`src/rtl/pipe_hazard_ctrl.sv`:
```
// Stall/flush sequencer for the 5-stage pipeline: load-use bubbles, memory-wait freeze with timeout, branch shadow.
// Control outputs are combinational from state and inputs. Define HAZARD_PERF_EN to build the stall/flush counters.
module pipe_hazard_ctrl #(
    parameter int MEM_TIMEOUT = 15,
    parameter int CNT_W       = 16
) (
    input  logic             clk,
    input  logic             reset,
    input  logic [3:0]       id_rs1,
    input  logic [3:0]       id_rs2,
    input  logic             id_use_rs1,
    input  logic             id_use_rs2,
    input  logic [3:0]       ex_rd,
    input  logic             ex_mem_read,
    input  logic             ex_reg_write,
    input  logic             ex_branch_taken,
    input  logic             mem_busy,
    output logic             pc_en,
    output logic             if_id_en,
    output logic             if_id_flush,
    output logic             id_ex_en,
    output logic             id_ex_flush,
    output logic             ex_mem_en,
    output logic             mem_timeout,
    output logic [1:0]       state_o,
    output logic [CNT_W-1:0] stall_count,
    output logic [CNT_W-1:0] flush_count
);

    typedef enum logic [1:0] {
        RUN       = 2'd0,
        MEM_WAIT  = 2'd1,
        BR_SHADOW = 2'd2
    } state_t;

    localparam logic [7:0] TIMEOUT_LIM = 8'(MEM_TIMEOUT);

    state_t     state, state_nxt;
    logic [7:0] wait_cnt, wait_nxt;
    logic       timeout_set;
    logic       stall_inc;
    logic       flush_inc;
    logic       load_use;

    assign load_use = ex_mem_read & ex_reg_write &
                      ((id_use_rs1 & (id_rs1 == ex_rd)) | (id_use_rs2 & (id_rs2 == ex_rd)));

    always_comb begin
        pc_en       = 1'b1;
        if_id_en    = 1'b1;
        id_ex_en    = 1'b1;
        ex_mem_en   = 1'b1;
        if_id_flush = 1'b0;
        id_ex_flush = 1'b0;
        state_nxt   = RUN;
        wait_nxt    = 8'd0;
        timeout_set = 1'b0;
        stall_inc   = 1'b0;
        flush_inc   = 1'b0;

        if (reset) begin
            pc_en     = 1'b0;
            if_id_en  = 1'b0;
            id_ex_en  = 1'b0;
            ex_mem_en = 1'b0;
        end else if (mem_busy) begin
            // Freeze the whole pipe; nothing is lost, the memory access just retries.
            pc_en     = 1'b0;
            if_id_en  = 1'b0;
            id_ex_en  = 1'b0;
            ex_mem_en = 1'b0;
            stall_inc = 1'b1;
            if (state == MEM_WAIT) begin
                if (wait_cnt == TIMEOUT_LIM) begin
                    timeout_set = 1'b1;
                    state_nxt   = RUN;
                    wait_nxt    = 8'd0;
                end else begin
                    state_nxt = MEM_WAIT;
                    wait_nxt  = wait_cnt + 8'd1;
                end
            end else begin
                state_nxt = MEM_WAIT;
                wait_nxt  = 8'd1;
            end
        end else if (state != BR_SHADOW && ex_branch_taken) begin
            if_id_flush = 1'b1;
            id_ex_flush = 1'b1;
            flush_inc   = 1'b1;
            state_nxt   = BR_SHADOW;
        end else if (state != BR_SHADOW && load_use) begin
            // ID is a flushed bubble in the shadow cycle, so no load-use check there.
            pc_en       = 1'b0;
            if_id_en    = 1'b0;
            id_ex_flush = 1'b1;
            stall_inc   = 1'b1;
        end
    end

    always_ff @(posedge clk) begin
        if (reset) begin
            state       <= RUN;
            wait_cnt    <= 8'd0;
            mem_timeout <= 1'b0;
        end else begin
            state       <= state_nxt;
            wait_cnt    <= wait_nxt;
            mem_timeout <= mem_timeout | timeout_set;
        end
    end

    assign state_o = state;

`ifdef HAZARD_PERF_EN
    logic [CNT_W-1:0] stall_q;
    logic [CNT_W-1:0] flush_q;

    always_ff @(posedge clk) begin
        if (reset) begin
            stall_q <= '0;
            flush_q <= '0;
        end else begin
            if (stall_inc && stall_q != '1)
                stall_q <= stall_q + 1'b1;
            if (flush_inc && flush_q != '1)
                flush_q <= flush_q + 1'b1;
        end
    end

    assign stall_count = stall_q;
    assign flush_count = flush_q;
`else
    logic unused_cnt_inc;
    assign unused_cnt_inc = stall_inc ^ flush_inc;
    assign stall_count    = '0;
    assign flush_count    = '0;
`endif

endmodule
```
`config.mk`:
```
export PLATFORM = sky130hd
export DESIGN_NAME = pipe_hazard_ctrl
export DESIGN_NICKNAME = d
export VERILOG_FILES = /design/src/rtl/pipe_hazard_ctrl.sv
export SDC_FILE = /design/constraint.sdc
export NUM_CORES = 1
export LEC_CHECK = 0
export ABC_AREA = 0
export ABC_CLOCK_PERIOD_IN_PS = 3360
export BUFFER_PORTS_ARGS = -buffer_cell sky130_fd_sc_hd__buf_2
export CAP_MARGIN = 0
export CORE_MARGIN = 1
export CORE_UTILIZATION = 42
export DETAILED_ROUTE_END_ITERATION = 8
export GPL_ROUTABILITY_DRIVEN = 0
export PLACE_DENSITY = 0.84
export SLEW_MARGIN = 20
export SYNTH_ARGS = -nofsm -noshare
export SYNTH_HDL_FRONTEND = slang
export SYNTH_SLANG_ARGS = --single-unit
```
`constraint.sdc`:
```
create_clock -name clk -period 3.36 [get_ports clk]
set_input_delay 0.336 -clock clk [delete_from_list [all_inputs] [get_ports clk]]
set_output_delay 0.336 -clock clk [all_outputs]
set_load 0.05 [all_outputs]
```
# Word-level counts from Yosys, hierarchy flattened
# Index checks and enable logic that the tools add are counted.
op_classes:
  n_eq_ne: 5
  bitwise_logic: 8
  n_reduce_logical: 4
  addsub: 1
  mux: 23
op_table:
  columns: ["operator", "count"]
  rows:
  - ["$mux 1", 20]
  - ["$add 8x1->8 const B", 1]
  - ["$eq 4x4->1", 2]
  - ["$eq 8x4->1 const B", 1]
  - ["$mux 2", 3]
  - ["$and 1x1->1", 4]
  - ["$reduce_or 4->1", 1]
  - ["$eq 2x1->1 const B", 1]
  - ["$logic_and 1x1->1", 2]
  - ["$ne 2x2->1 const B", 1]
  - ["$not 1->1", 2]
  - ["$or 1x1->1", 2]
  - ["$reduce_or 2->1", 1]
totals:
  register_bits: 11
  in_bits: 20

# Depth between registers and ports, before layout
# Gate-level depths: netlist (run 1).
logic_depth:
  depth_word: 9
  depth_mapped: 6
  mapped_depth_nobuf: 5

# Least setup slack after synthesis (run 1)
# Ideal clock, no wire load.
synth_timing:
  kind: "reg2out"
  start: "register state[1] (netlist: state_o[1])"
  end: "output pc_en"
  t_arrival_ps: 2744
  path_buffers: 1
  slack_ps: 280
  stages_incl_launch_ff: 5
  required_time_ps: 3024
  path_cell_list: "dfxtp_1 -> nand2b_1 -> and3_1 -> a311oi_1 -> buf_4"
synth_between:
  elab_chain_cells: 6
  word_cells_on_any_way: 7
  cone_classes: "eq/ne (1); mux (4); reduce/logical (2)"
synth_lines:
  columns: ["element", "line_no", "rtl"]
  rows:
  - ["start: declaration", "38", "state_t state, state_nxt;"]
  - ["start signal: assignment", "106", "state <= state_nxt;"]
  - ["$ne 2x2->1 (*)", "86, 91", null]
  - ["$logic_and 1x1->1", "91", "end else if (state != BR_SHADOW && load_use) begin"]
  - ["$mux 1", null, null]
  - ["$mux 1 (*) (3 in a row)", null, null]
  - ["end: declaration", "18", "output logic pc_en,"]
# Every way passes the cells marked *; elsewhere a longest branch is shown, timed or not.

# Final worst setup path (run 1)
layout_timing:
  start: "input ex_rd[2]"
  end: "output pc_en"
layout_between:
  elab_chain_cells: 9
  word_cells_on_any_way: 11
  cone_classes: "eq/ne (2); mux (4); bitwise (4); reduce/logical (1)"
layout_lines:
  columns: ["element", "line_no", "rtl"]
  rows:
  - ["start: declaration", "13", "input logic [3:0] ex_rd,"]
  - ["$eq 4x4->1", "46", "((id_use_rs1 & (id_rs1 == ex_rd)) | (id_use_rs2 & (id_rs2 == ex_rd)));"]
  - ["$and 1x1->1", "46", null]
  - ["$or 1x1->1 (*)", "46", null]
  - ["$and 1x1->1 (*)", "45", "assign load_use = ex_mem_read & ex_reg_write &"]
  - ["$logic_and 1x1->1 (*)", "91", null]
  - ["$mux 1 (*)", "91", null]
  - ["$mux 1 (*)", "86", "end else if (state != BR_SHADOW && ex_branch_taken) begin"]
  - ["$mux 1 (*)", "66", "end else if (mem_busy) begin"]
  - ["$mux 1 (*)", "61", "if (reset) begin"]
# Marks and branches as above.

==> results of run 1 <==
==> registers in the layout, summed over array words and instances, names as in the netlist <==
signal,count
mem_timeout,1
state_o,2
wait_cnt,8
==> worst min-delay path by stage <==
stage	startpoint	to	slack [ns]	cells past startpoint
floorplan	reset	mem_timeout	0.41	1
global placement	mem_timeout	mem_timeout	0.45	2
detailed placement	mem_timeout	mem_timeout	0.47	2
CTS	reset	mem_timeout	0.29	2
global route	reset	mem_timeout	0.29	2
finish	reset	mem_timeout	0.29	2
==> cells by family after synthesis <==
logic type | after synthesis | synth area share
buffers and inverters | 39 | 0.338
AND/OR/NAND/NOR | 27 | 0.175
XOR/XNOR | 11 | 0.119
flip-flops | 11 | 0.272
AO/OA/AOI/OAI | 8 | 0.0757
adder cells (fa/ha/maj) | 1 | 0.0155
other | 1 | 0.00463
==> Yosys cell counts <==
cell / count
buf_4: 34
dfxtp_1: 11
nor2_1: 10
xor2_1: 7
and3_1: 5
inv_1: 4
xnor2_1: 4
nand3_1: 3
nand2_1: 2
nor3_1: 2
a21boi_1: 1
a21oi_1: 1
a222oi_1: 1
a311oi_1: 1
a31o_2: 1
a32o_1: 1
conb_1: 1
ha_1: 1
inv_2: 1
nand2b_1: 1
nand4b_1: 1
nor2b_1: 1
nor3b_2: 1
nor4_1: 1
o21ai_0: 1
o22ai_1: 1
==> power by group <==
| group | internal, µW | switching [µW] | total (µW) |
|---|---|---|---|
| registers | 132 | 1.34 | 134 |
| logic | 20.2 | 111 | 131 |
| clock network | 45.9 | 41.7 | 87.6 |
==> cell usage in the layout (no fill, tap or decap) <==
cell type and instances:
a21boi_1 1, a21oi_1 1, a222oi_1 1, a311oi_1 1, a31o_2 1, a32o_1 1, and3_1 5, buf_2 28
clkbuf_1 1, clkbuf_4 3, conb_1 32, dfxtp_1 11, ha_1 1, inv_1 4, inv_2 1, nand2_1 2
nand2b_1 1, nand3_1 3, nand4b_1 1, nor2_1 10, nor2b_1 1, nor3_1 2, nor3b_2 1, nor4_1 1
o21ai_0 1, o22ai_1 1, xnor2_1 4, xor2_1 7
==> layout make-up <==
class / count / area, µm²
clock buffers: 4 / 26.3
well taps: 25 / 31.3
fillers: 168 / 896
inverters: 5 / 18.8
repair buffers: 28 / 140
multi-input cells: 79 / 432
flip-flops and latches: 11 / 220
==> critical path, stage by stage <==
cell and delay (ns):
buf_2 0.11, xor2_1 0.17, nor3_1 0.08, a32o_1 0.27, a311oi_1 0.32, buf_2 0.33
==> metal layers <==
layer | part of all wire | track usage | wire, µm | up-vias
li1 | - | - | - | 317
met1 | 0.40 | 0.158 | 519 | 296
met2 | 0.52 | 0.208 | 667 | 29
met3 | 0.068 | 0.0754 | 88 | 2
met4 | 0.012 | 0.0471 | 15 | 0
met5 | 0 | 0 | 0 | -
==> through the flow <==
stage	cells	hold slack, ns	setup slack (ns)	instance area, µm²
after global placement	148	0.453	1.50	842
after global routing	152	0.287	1.27	868
after floorplan	129	0.408	0.280	926
after detailed placement	148	0.466	1.43	842
final	152	0.293	1.41	868
after CTS	152	0.288	1.43	868
==> results.sh, run 1 <==
export IMPL_endpoint="pc_en"
export IMPL_tns_ns=0
export IMPL_drtPass1Iterations=4
export IMPL_layout_nets=149
export IMPL_grt_max_degree=8
export IMPL_drive_above_1_share=0.268
export IMPL_place_hpwl_um=1100
export IMPL_layout_worst_path_cycle_share=0.580
export IMPL_required_ns=3.02
export IMPL_grt_pass1_wl_um=1990
export IMPL_startpoint="ex_rd[2]"
export IMPL_start_util=0.459
export IMPL_grt_pass1_vias=495
export IMPL_clk_latency_ns=0.26
export IMPL_h_tree_depth=1
export IMPL_syn_inst=98
export IMPL_ir_worst_vdd_v=0.000268
export IMPL_ant_nets=0
export IMPL_status="complete, no violations"
export IMPL_path_clk_slew_ns=0.06
export IMPL_timing_rr_end="wait_cnt[0]"
export IMPL_arrival_ns=1.61
export IMPL_synth_seq_cells=11
export IMPL_final_util=0.492
export IMPL_portBuffers=28
export IMPL_gr_usage_all_layers=0.136
export IMPL_synth_top_cell_area_share=0.315
export IMPL_critPathCaptureType="output port"
export IMPL_netlist_area_um2=810
export IMPL_cts_resized_gates=0
export IMPL_hold_viol_final=0
export IMPL_drv_slew=0
export IMPL_power_density_nw_per_um2=406
export IMPL_clock_skew_ns=0.00297
export IMPL_p_total_uw=352
export IMPL_yosysTopAreaCell="buf_4"
export IMPL_ios=61
export IMPL_crit_path_start_kind="input port"
export IMPL_drv_cap=0
export IMPL_via_per_inst=4.24
export IMPL_wire_per_inst_um=8.49
export IMPL_antenna_found_initial=0
export IMPL_antenna_cells=0
export IMPL_critical_path_class="in -> out"
export IMPL_finalSetupViolations=0
export IMPL_worstPathMaxFanout=2
export IMPL_dieArea_um2=2110
export IMPL_cts_buffers=3
export IMPL_yosysUniqueCellTypes=26
export IMPL_yosysSeqAreaShare=0.272
export IMPL_cts_tree="yes"
export IMPL_coreArea_um2=1760
export IMPL_rsz0062_at_grt="false"
export IMPL_hold_class="in -> reg"
export IMPL_clockBufferDepth=2
export IMPL_leakage_uw=0.000457
export IMPL_die_w_um=45.9
export IMPL_vias=644
export IMPL_yosys_warnings=0
export IMPL_r2r_start="wait_cnt[0]"
export IMPL_post_cts_buffers=0
export IMPL_fmax_mhz=513
export IMPL_grt_ovfl_total=0
export IMPL_drcViolationCount=0
export IMPL_drt_iter0_drc=4
export IMPL_placementRows=15
export IMPL_root_buffer="clkbuf_4"
export IMPL_synth_avg_cell_area_um2=8.26
export IMPL_rrSetupSlack_ns=1.97
export IMPL_reg2reg_depth=5
export IMPL_hold_buffers=0
export IMPL_cts_sinks=11
export IMPL_die_height_um=45.9
export IMPL_synth_area_leaders="buf_4 32%, dfxtp_1 27%, xor2_1 7.6%"
export IMPL_fin_crit_ns=1.95
export IMPL_area_growth_pct=7.26
export IMPL_totalWireLength_um=1290
No activity file was read; power rests on OpenSTA's default activity.
==> run 2: changes to the inputs <==
ABC_CLOCK_PERIOD_IN_PS = 2000   (was 3360)
CORE_UTILIZATION = 39   (was 42)
PLACE_DENSITY = 0.78   (was 0.84)
clock period = 2 ns   (was 3.36 ns; I/O delays follow)
==> run 2 against run 1 <==
Effect of this change: clock power increased by 71%; clock skew increased by 0.0079 ns; critical path depth decreased by 2; worst hold slack got worse by 0.10 ns; global-route usage decreased by 1.2 points; routed wire length increased by 5.6%; total power increased by 71%; sequential cell count unchanged; critical path type is now reg -> out; highest routed layer unchanged.
==> results.sh, run 2 (synthesis gave the netlist of run 1 again) <==
export IMPL_layout_worst_path_cycle_share=0.880
export IMPL_die_height_um=47.6
export IMPL_critical_path_class="reg -> out"
export IMPL_tns_ns=0
export IMPL_place_hpwl_um=1160
export IMPL_dieArea_um2=2260
export IMPL_largest_register="wait_cnt"
export IMPL_cts_tree="yes"
export IMPL_status="complete, no violations"
export IMPL_power_density_nw_per_um2=674
export IMPL_grt_pass1_vias=498
export IMPL_clock_skew_ns=0.0109
export IMPL_final_cell_mix="32 x conb_1, 28 x buf_2, 11 x dfxtp_1"
export IMPL_grt_ovfl_total=0
export IMPL_die_w_um=47.6
export IMPL_stdcell_area_um2=892
export IMPL_crit_path_start_kind="register"
export IMPL_critPathCaptureType="output port"
export IMPL_via_per_inst=4.03
export IMPL_layout_nets=149
export IMPL_grt_use_met1=0.143
export IMPL_clk_latency_ns=0.27
export IMPL_final_common_cell="conb_1"
export IMPL_drtPass1Iterations=4
export IMPL_ant_nets=0
export IMPL_largest_reg_flops=8
export IMPL_drt_iter0_drc=4
export IMPL_grt_use_met3=0.0113
export IMPL_portBuffers=28
export IMPL_leakage_uw=0.000462
export IMPL_cts_sinks=11
export IMPL_clockBufferDepth=2
export IMPL_root_buffer="clkbuf_4"
export IMPL_antenna_found_initial=0
export IMPL_drv_slew=0
export IMPL_grt_pass1_wl_um=2010
export IMPL_arrival_ns=1.56
export IMPL_worstPathMaxFanout=3
export IMPL_totalWireLength_um=1360
export IMPL_h_tree_depth=1
export IMPL_path_clk_slew_ns=0.08
export IMPL_ios=61
export IMPL_hold_buffers=0
export IMPL_required_ns=1.80
export IMPL_fin_crit_ns=1.76
export IMPL_wire_per_inst_um=8.85
export IMPL_area_growth_pct=10.2
export IMPL_start_util=0.413
export IMPL_rsz0062_at_grt="false"
export IMPL_coreArea_um2=1960
export IMPL_post_cts_buffers=0
export IMPL_grt_max_degree=8
export IMPL_hold_class="in -> reg"
export IMPL_grt_busiest_layer="met2"
export IMPL_vias=621
export IMPL_drv_cap=0
export IMPL_use_met2=0.233
export IMPL_drcViolationCount=0
export IMPL_gr_usage_all_layers=0.124
export IMPL_cts_resized_gates=0
export IMPL_hold_viol_final=0
export IMPL_placementRows=16
export IMPL_finalSetupViolations=0
export IMPL_antenna_cells=0
export IMPL_ir_worst_vdd_v=0.000257
export IMPL_cts_buffers=3
export IMPL_dpl_instance_area_um2=865
export IMPL_drive_above_1_share=0.291
export IMPL_fmax_mhz=568
[run 2: cell count changes in the layout (fill, tap and decap cells not counted), sizes merged]
cell | before | now
clkinv | 0 | 1
clkbuf | 4 | 3
[run 2: layout make-up]
| class | instances | area, µm² |
|---|---|---|
| Multi-Input combinational cell | 79 | 452 |
| Clock inverter | 1 | 5.00 |
| Inverter | 5 | 18.8 |
| Tap cell | 27 | 33.8 |
| Fill cell | 214 | 1070 |
| Clock buffer | 3 | 22.5 |
| Timing Repair Buffer | 28 | 140 |
| Sequential cell | 11 | 220 |
[run 2: stage by stage]
stage,hold slack [ns],total power (µW),utilization,worst slack [ns],cells
detailed placement,0.466,455,0.441,0.357,150
global placement,0.453,452,0.441,0.388,150
finish,0.193,601,0.455,0.240,154
global route,0.193,630,0.455,0.160,154
floorplan,0.272,469,-,-0.112,129
CTS,0.187,609,0.455,0.227,154
[run 2: path summary, 6_finish.rpt]
check | from | to | slack [ns] | depth (start not counted)
worst max register to register | wait_cnt[0] | wait_cnt[7] | 0.61 | 5
worst min register to register | mem_timeout | mem_timeout | 0.47 | 2
worst max-delay path | state_o[0] | if_id_en | 0.24 | 4
worst min-delay path | ex_branch_taken | state_o[1] | 0.19 | 2
[run 2: critical path, stage by stage, from the launching register on]
cell and delay [ns]:
dfxtp_1 0.32, nand2b_1 0.17, and3_1 0.23, a311oi_4 0.26, buf_2 0.31
[run 2: metal layers]
layer | part of all wire | vias up | routed length, µm
li1 | - | 313 | -
met1 | 0.40 | 270 | 541
met2 | 0.53 | 36 | 721
met3 | 0.066 | 2 | 90
met4 | 0.0066 | 0 | 9
met5 | 0 | - | 0
[run 2: power by group]
group	switching [µW]	total [µW]	leakage [µW]	internal [µW]
registers	2.37	225	0.0000893	222
logic	191	227	0.000355	35.5
clock network	75.9	150	0.0000177	73.8
total	269	601	0.000462	331
==> run 3: changes to the inputs <==
CORE_UTILIZATION = 41   (was 39)
CTS_BUF_LIST = sky130_fd_sc_hd__clkbuf_4   (was default)
PLACE_DENSITY = 0.82   (was 0.78)
==> run 3 against run 2 <==
Effect of this change: routed wire length is 4.7% higher; sequential cell count stayed put; count of clock-buffer cells in the layout is 1 higher; critical path depth stayed put; critical endpoint unchanged; highest routed layer unchanged; combinational power hardly changed; clock skew is 0.0097 ns lower; sequential power hardly changed.
==> results.sh, run 3 (synthesis gave the netlist of run 1 again) <==
export IMPL_gr_usage_all_layers=0.152
export IMPL_wire_per_inst_um=9.39
export IMPL_crit_path_start_kind="register"
export IMPL_placementRows=15
export IMPL_start_util=0.454
export IMPL_ir_worst_vdd_v=0.000247
export IMPL_required_ns=1.80
export IMPL_clockBufferDepth=2
export IMPL_final_cell_mix="32 x conb_1, 28 x buf_2, 11 x dfxtp_1"
export IMPL_dpl_cell_count=148
export IMPL_fin_hold_ws_ns=0.191
export IMPL_portBuffers=28
export IMPL_drcViolationCount=0
export IMPL_stdcell_area_um2=892
export IMPL_rsz0062_at_grt="false"
export IMPL_largest_register="wait_cnt"
export IMPL_worst_slack_ns=0.242
export IMPL_antenna_cells=0
export IMPL_cts_buffers=3
export IMPL_place_ws_ns=0.326
export IMPL_drv_cap=0
export IMPL_ios=61
export IMPL_finalSetupViolations=0
export IMPL_hold_class="in -> reg"
export IMPL_via_per_inst=4.24
export IMPL_grt_pass1_vias=537
export IMPL_power_density_nw_per_um2=689
export IMPL_worstPathCellList="nand2b_1 -> and3_1 -> a311oi_4 -> buf_2"
export IMPL_final_cells=152
export IMPL_arrival_ns=1.56
export IMPL_post_cts_buffers=0
export IMPL_critical_path_buf_inv_count=1
export IMPL_layout_worst_path_cycle_share=0.879
export IMPL_dpl_instance_area_um2=862
export IMPL_cts_tree="yes"
export IMPL_clock_skew_ns=0.00124
export IMPL_drv_slew=0
export IMPL_place_hpwl_um=1220
export IMPL_critPathCaptureType="output port"
export IMPL_grt_pass1_wl_um=2260
export IMPL_clk_latency_ns=0.26
export IMPL_area_growth_pct=10.2
export IMPL_root_buffer="clkbuf_4"
export IMPL_drtPass1Iterations=4
export IMPL_crit_family="simple AND/OR/NAND/NOR gates"
export IMPL_max_stage_delay_ns=0.32
export IMPL_drt_iter0_drc=8
export IMPL_die_height_um=46.4
export IMPL_antenna_found_initial=0
export IMPL_layout_nets=149
export IMPL_ant_nets=0
export IMPL_worstPathMaxFanout=3
export IMPL_hold_viol_final=0
export IMPL_final_common_cell="conb_1"
export IMPL_largest_reg_flops=8
export IMPL_cts_resized_gates=0
export IMPL_leakage_uw=0.000463
export IMPL_status="complete, no violations"
export IMPL_cts_sinks=11
export IMPL_critical_path_class="reg -> out"
export IMPL_fin_crit_ns=1.76
export IMPL_path_clk_slew_ns=0.07
export IMPL_fmax_mhz=569
export IMPL_coreArea_um2=1780
export IMPL_crit_path_top_delay_cell="dfxtp_1"
export IMPL_p_total_uw=615
export IMPL_dieArea_um2=2160
export IMPL_vias=645
export IMPL_grt_ovfl_total=0
export IMPL_drive_above_1_share=0.291
export IMPL_die_w_um=46.4
export IMPL_grt_max_degree=8
export IMPL_h_tree_depth=1
export IMPL_totalWireLength_um=1430
export IMPL_hold_buffers=0
[run 3: worst register-to-register path, cell delays in order (launching register included)]
cell      delay [ns]
dfxtp_1         0.33
ha_1            0.22
and3_1          0.24
nand2_1         0.07
nand4b_1        0.27
nor2_1          0.18
[run 3: layout make-up]
class	instances	area (µm²)
multi-input combinational	79	452
timing repair buffer	28	140
fill	170	891
inverter	5	18.8
tap	25	31.3
sequential	11	220
clock buffer	4	30.0
[run 3: worst paths after layout]
kind / endpoint / cells past startpoint / from / slack [ns]
max reg2reg: wait_cnt[7] / 5 / wait_cnt[0] / 0.62
min: mem_timeout / 2 / reset / 0.19
max: if_id_en / 4 / state_o[0] / 0.24
min reg2reg: mem_timeout / 2 / mem_timeout / 0.47
[run 3: metal layers]
| metal | vias up | global-route usage | routed length (µm) |
|---|---|---|---|
| li1 | 314 | - | - |
| met1 | 287 | 0.154 | 506 |
| met2 | 42 | 0.292 | 796 |
| met3 | 2 | 0.0275 | 113 |
| met4 | 0 | 0.0706 | 10 |
| met5 | - | 0 | 0 |
[run 3: per-stage QoR]
step                utilization  setup TNS, ns
finish                    0.500              0
floorplan                     -         -0.112
global route              0.500              0
CTS                       0.500              0
global placement          0.484              0
detailed placement        0.484              0
[run 3: power breakdown]
part | internal [µW] | leakage (µW) | switching, µW | total, µW
Sequential | 222 | 0.0000893 | 2.33 | 225
Combinational | 35.5 | 0.000355 | 192 | 227
Clock | 90.7 | 0.0000184 | 72.2 | 163
Total | 348 | 0.000463 | 267 | 615
